==> src/rtl/psum_accumulator_pkg.sv <==
`default_nettype none
// ============================================================================
// Module      : psum_accumulator_pkg
// Description : Shared widths, saturation bounds and helpers for the
//               partial-sum accumulator and its requantizer.
// Revision    : 1.0 - initial release
// ============================================================================
package psum_accumulator_pkg;

  localparam int LANES   = 8;   // partial-sum lanes per tile
  localparam int PSUM_W  = 21;  // incoming signed partial-sum width
  localparam int ACC_W   = 32;  // per-lane accumulator width
  localparam int OUT_W   = 8;   // requantized output width
  localparam int CNT_W   = 8;   // tile counter / cfg_num_tiles width
  localparam int SHIFT_W = 5;   // arithmetic shift field width

  localparam int SAT_MAX = 127;   // int8 upper bound
  localparam int SAT_MIN = -128;  // int8 lower bound

  // Sign-extend one incoming partial sum to accumulator width.
  function automatic logic [ACC_W-1:0] sext_psum(input logic [PSUM_W-1:0] p);
    return {{(ACC_W-PSUM_W){p[PSUM_W-1]}}, p};
  endfunction

endpackage
`default_nettype wire

==> src/rtl/psum_requant.sv <==
`default_nettype none
// ============================================================================
// Module      : psum_requant
// Description : Combinational per-lane requantizer: arithmetic right shift,
//               optional ReLU, saturation to signed int8.
// Revision    : 1.0 - initial release
// ============================================================================
module psum_requant
  import psum_accumulator_pkg::*;
(
  input  logic [ACC_W-1:0]   sum,
  input  logic [SHIFT_W-1:0] shift,
  input  logic               relu,
  output logic [OUT_W-1:0]   q
);

  localparam logic signed [ACC_W-1:0] C_HI = ACC_W'(SAT_MAX);
  localparam logic signed [ACC_W-1:0] C_LO = ACC_W'(SAT_MIN);

  logic signed [ACC_W-1:0] w_shifted;

  assign w_shifted = $signed(sum) >>> shift;

  // ReLU first, then clamp into the int8 range.
  always_comb begin
    q = w_shifted[OUT_W-1:0];
    if (relu && (w_shifted < 0)) begin
      q = '0;
    end else if (w_shifted > C_HI) begin
      q = C_HI[OUT_W-1:0];
    end else if (w_shifted < C_LO) begin
      q = C_LO[OUT_W-1:0];
    end
  end

endmodule
`default_nettype wire

==> src/rtl/psum_accumulator.sv <==
`default_nettype none
// ============================================================================
// Module      : psum_accumulator
// Description : Accumulates 8-lane partial sums over a configurable number of
//               tiles, requantizes to int8 and hands results downstream over
//               a valid/ready handshake. Next group accumulates while a
//               result is pending; only the completing beat can stall.
// Revision    : 1.0 - initial release
// ============================================================================
module psum_accumulator
  import psum_accumulator_pkg::*;
(
  input  logic                    clk,
  input  logic                    reset,
  input  logic                    in_valid,
  output logic                    in_ready,
  input  logic [LANES*PSUM_W-1:0] in_psum,
  input  logic [CNT_W-1:0]        cfg_num_tiles,
  input  logic [SHIFT_W-1:0]      cfg_shift,
  input  logic                    cfg_relu,
  output logic                    out_valid,
  input  logic                    out_ready,
  output logic [LANES*OUT_W-1:0]  out_data,
  output logic                    busy
);

  logic [CNT_W-1:0]        r_tile_cnt;
  logic [CNT_W-1:0]        r_num_tiles_l;
  logic [SHIFT_W-1:0]      r_shift_l;
  logic                    r_relu_l;
  logic [ACC_W-1:0]        r_acc [LANES];
  logic                    r_out_valid;
  logic [LANES*OUT_W-1:0]  r_out_data;

  logic                    w_first;
  logic [CNT_W-1:0]        w_cfg_tiles;
  logic [CNT_W-1:0]        w_num_eff;
  logic [SHIFT_W-1:0]      w_shift_eff;
  logic                    w_relu_eff;
  logic                    w_last;
  logic                    w_accept;
  logic [ACC_W-1:0]        w_sum [LANES];
  logic [LANES*OUT_W-1:0]  w_q;

  // A beat at tile_cnt==0 opens a group and uses the live config; later
  // beats use the values latched when the group opened. Using the live
  // value on the opening beat means a 1-tile group is recognised as
  // completing (and stalled if needed) even if the previous group differed.
  assign w_first     = (r_tile_cnt == '0);
  assign w_cfg_tiles = (cfg_num_tiles == '0) ? CNT_W'(1) : cfg_num_tiles;
  assign w_num_eff   = w_first ? w_cfg_tiles : r_num_tiles_l;
  assign w_shift_eff = w_first ? cfg_shift   : r_shift_l;
  assign w_relu_eff  = w_first ? cfg_relu    : r_relu_l;
  assign w_last      = (r_tile_cnt == (w_num_eff - CNT_W'(1)));

  // Only the group-completing beat needs a free output slot.
  assign in_ready = !(r_out_valid && !out_ready && w_last);
  assign w_accept = in_valid && in_ready;

  generate
    for (genvar i = 0; i < LANES; i++) begin : g_lane
      assign w_sum[i] = w_first ? sext_psum(in_psum[i*PSUM_W +: PSUM_W])
                                : r_acc[i] + sext_psum(in_psum[i*PSUM_W +: PSUM_W]);

      psum_requant u_requant (
        .sum   (w_sum[i]),
        .shift (w_shift_eff),
        .relu  (w_relu_eff),
        .q     (w_q[i*OUT_W +: OUT_W])
      );
    end
  endgenerate

  // Per-lane accumulators: restart on the opening beat, add otherwise.
  always_ff @(posedge clk or posedge reset) begin
    if (reset) begin
      for (int i = 0; i < LANES; i++) begin
        r_acc[i] <= '0;
      end
    end else if (w_accept) begin
      for (int i = 0; i < LANES; i++) begin
        r_acc[i] <= w_sum[i];
      end
    end
  end

  // Tile counter and config latched at the start of each group.
  always_ff @(posedge clk or posedge reset) begin
    if (reset) begin
      r_tile_cnt    <= '0;
      r_num_tiles_l <= CNT_W'(1);
      r_shift_l     <= '0;
      r_relu_l      <= 1'b0;
    end else if (w_accept) begin
      if (w_first) begin
        r_num_tiles_l <= w_cfg_tiles;
        r_shift_l     <= cfg_shift;
        r_relu_l      <= cfg_relu;
      end
      r_tile_cnt <= w_last ? '0 : r_tile_cnt + CNT_W'(1);
    end
  end

  // Output slot: load on group completion, release on downstream accept.
  always_ff @(posedge clk or posedge reset) begin
    if (reset) begin
      r_out_valid <= 1'b0;
      r_out_data  <= '0;
    end else if (w_accept && w_last) begin
      r_out_valid <= 1'b1;
      r_out_data  <= w_q;
    end else if (out_ready) begin
      r_out_valid <= 1'b0;
    end
  end

  assign out_valid = r_out_valid;
  assign out_data  = r_out_data;
  assign busy      = !w_first;

endmodule
`default_nettype wire
==> config.mk <==
export PLATFORM = sky130hd
export DESIGN_NAME = psum_accumulator
export DESIGN_NICKNAME = d
export VERILOG_FILES = /design/src/rtl/psum_accumulator_pkg.sv /design/src/rtl/psum_requant.sv /design/src/rtl/psum_accumulator.sv
export SDC_FILE = /design/constraint.sdc
export NUM_CORES = 2
export LEC_CHECK = 0
export BUFFER_PORTS_ARGS = -buffer_cell sky130_fd_sc_hd__buf_2
export CAP_MARGIN = 20
export CELL_PAD_IN_SITES_DETAIL_PLACEMENT = 0
export CELL_PAD_IN_SITES_GLOBAL_PLACEMENT = 1
export CORE_ASPECT_RATIO = 1.25
export CORE_MARGIN = 4
export CORE_UTILIZATION = 40
export CTS_CLUSTER_DIAMETER = 100
export DETAILED_ROUTE_END_ITERATION = 10
export PLACE_DENSITY = 0.81
export SLEW_MARGIN = 20
export SYNTH_ARGS = -nofsm -noshare
export SYNTH_HDL_FRONTEND = slang
export SYNTH_SLANG_ARGS = --single-unit
==> constraint.sdc <==
create_clock -name clk -period 28.4 [get_ports clk]
set_input_delay 5.68 -clock clk [delete_from_list [all_inputs] [get_ports clk]]
set_output_delay 5.68 -clock clk [all_outputs]
set_load 0.01 [all_outputs]
==> flow_summary.toml <==
[status]
outcome = "complete, no violations"

[sta]
setup_viol = 0
min_period_ps = 14340
fin_ws_ps = 14060
tightest_slew_ps = 1222
fin_crit_sh_pct = 50.49
slew_headroom_pct = 17.48
hold_violations = 0
setup_tns_ps = 0
fmax_mhz = 69.74
slew_viol_final = 0
hold_slack_ps = 465.1
finalClockSkew_ps = 27.21
grt_setup_unrepaired = "false"

[worst_setup_path]
cp-end-kind = "primary output"
startpoint_type = "input pin"
setup.worst_path.class = "input pin to primary output"
max_stage_delay_ps = 840
worst_path_max_delay_cell = "nor4b_1"
arrival_ps = 8660
required_ps = 22720
path_cells = "buf_2 -> nor4_1 -> a21oi_1 -> o21a_1 -> ha_1 -> o21a_1 -> nor2_1 -> or3_1 -> a31oi_1 -> nor4b_1 -> nand2b_1 -> buf_2"
crit_buf_inv = 2
cp_top_family = "simple AND/OR/NAND/NOR gates"
critical_path.max_fanout = 6

[yosys]
synth_cells = 7693
synthArstFlopShare_pct = 100.0
syn_area_per_cell_sq_um = 6.792
synth_top_area_cell = "dfrtp_1"
synthDistinctLibCells = 115
syn_nets = 8138
synth_top_area_share_pct = 16.38
synth.most_common_cell = "nand2_1"
syn-cell-area_sq_um = 52250
synth_seq_cells = 343
synthTopCellsByCount = "nand2_1, nor2_1, o21ai_0, a21oi_1, clkbuf_1"
synth_flop_cell = "dfrtp_1"
ys_warn_count = 0
seq_area_frac_synth_pct = 16.43
synth_area_leaders = "dfrtp_1, nand2_1, o21ai_0"
synth_edf_count = 0

[cts]
cts_buffer_depth = 3
ctsHoldBuffers = 0
post_cts.repair.setup_buffers = 0
cts-buffers-inserted = 51
cts_tree = "yes"
cts.root.buffer_cell = "clkbuf_16"
clock_latency_ps = 690
clkTransAtPathRegs_ps = 60
htreeDepth = 2
cts_resized = 0
clock_sinks = 343

[grt]
grt-ovfl-total = 0
grt_pass1_vias = 60900
grt_max_degree = 161
grtUsageTotal_pct = 39.00
antenna_found_initial = 21
grt_pass1_wl_mm = 409.9

[die]
die_x_um = 331.3
initial_core_util_pct = 40.19
core-area_sq_um = 130000
die-area_sq_um = 136500
io_pins = 253
rows = 148
fp.dieH_um = 412.1

[detailed_routing]
post-route-drc-count = 0
first_pass_iters = 7
wire_per_inst_um = 30.26
viasPerCell = 6.978
via_count = 64940
drt_wl_total_mm = 281.6
drt_iter0_markers = 8250
ant_nets = 0

[power]
powerDensity_nw_per_um2 = 142.6
p_leak_uw = 0.02277
vdd_drop_max_uv = 68.08

[final_layout]
layout.nets = 7977
drive_gt1_share_pct = 8.992
syn2layout_area_growth_pct = 7.467
final_util_pct = 43.20
fillers = 13770

[place]
dp_hpwl_mm = 207.1
dpl_worst_slack_ps = 14160
io_buffer_count = 252
gp_congestion = 1.044

[hold_path]
worstHoldPathType = "flop to flop"

[job]
drv_cap = 0
[sequential cells by signal, indices dropped and copies added (netlist names)]
name,count
out_data,64
out_valid,1
r_acc,256
r_num_tiles_l,8
r_relu_l,1
r_shift_l,5
r_tile_cnt,8
[layout make-up]
class / count / area (sq um) / share of cell area, %
Inverter: 63 / 252.7 / 0.4501
Tap cell: 1725 / 2158 / 3.844
Multi-Input combinational cell: 6688 / 41130 / 73.25
Timing Repair Buffer: 385 / 2325 / 4.140
Clock inverter: 26 / 203.9 / 0.3632
Clock buffer: 68 / 1473 / 2.623
Antenna cell: 8 / 20.02 / 0.03565
Sequential cell: 343 / 8586 / 15.29
[worst reg2reg max path, delay by kind of cell (launching register included)]
kind / cells / cell delay (ps)
compound gates: 6 / 1850
simple gates: 8 / 4500
flops: 1 / 430
buf+inv: 3 / 890
fa+ha+maj: 1 / 200
[stage by stage]
stage,instances,total power [uW],cell area (sq um)
CTS,9298,7792,56120
finish,9306,8005,56150
global route,9299,8472,56130
floorplan,7693,5056,52250
detailed placement,9204,7079,54450
global placement,9204,7054,54440
[power breakdown]
part	internal, uW	switching [uW]	total, uW
clock	374	301	676
sequential	714	197	911
combinational	2100	4320	6420
total	3190	4820	8000
[layout by cell type, fill, tap and decap left out, types with 89 or more instances in the layout]
cell type / instances
nand3_1: 235
nor3_1: 199
buf_4: 129
a21oi_1: 702
buf_2: 251
a211oi_1: 168
o21ai_0: 726
nand4_1: 145
and3_1: 89
ha_1: 251
dfrtp_1: 341
o211ai_1: 150
a21o_1: 96
o21a_1: 108
nand2_1: 1181
nor2_1: 714
a31oi_1: 135
mux2i_1: 207
[logic make-up after synthesis]
| group | count (synthesis) | share of synthesized area, % |
|---|---|---|
| adders and majority gates | 259 | 6.317 |
| and+or+nand+nor | 2997 | 26.38 |
| buffers and inverters | 662 | 5.251 |
| DFF | 343 | 16.43 |
| xor gates and xnor gates | 174 | 2.917 |
| muxes | 274 | 5.469 |
| AOI/OAI and AO/OA | 2984 | 37.24 |
[layer usage]
| metal | track usage (%) | routed length (um) |
|---|---|---|
| met1 | 47.01 | 106500 |
| met2 | 62.19 | 123400 |
| met3 | 7.500 | 26550 |
| met4 | 28.31 | 25100 |
| met5 | 0 | 20 |
[path summary, 6_finish.rpt]
path	slack, ps	endpoint	startpoint	cells past startpoint
hold reg to reg	470	out_data[39]	out_data[39]	2
setup / recovery	14060	in_ready	cfg_num_tiles[1]	12
min in group asynchronous	5050	r_acc[47]	reset	2
setup reg to reg	20400	out_data[1]	r_tile_cnt[0]	18
hold / removal	470	out_data[39]	out_data[39]	2
max in group asynchronous	21380	r_acc[241]	reset	4
No activity file was read; power rests on OpenSTA's default activity.
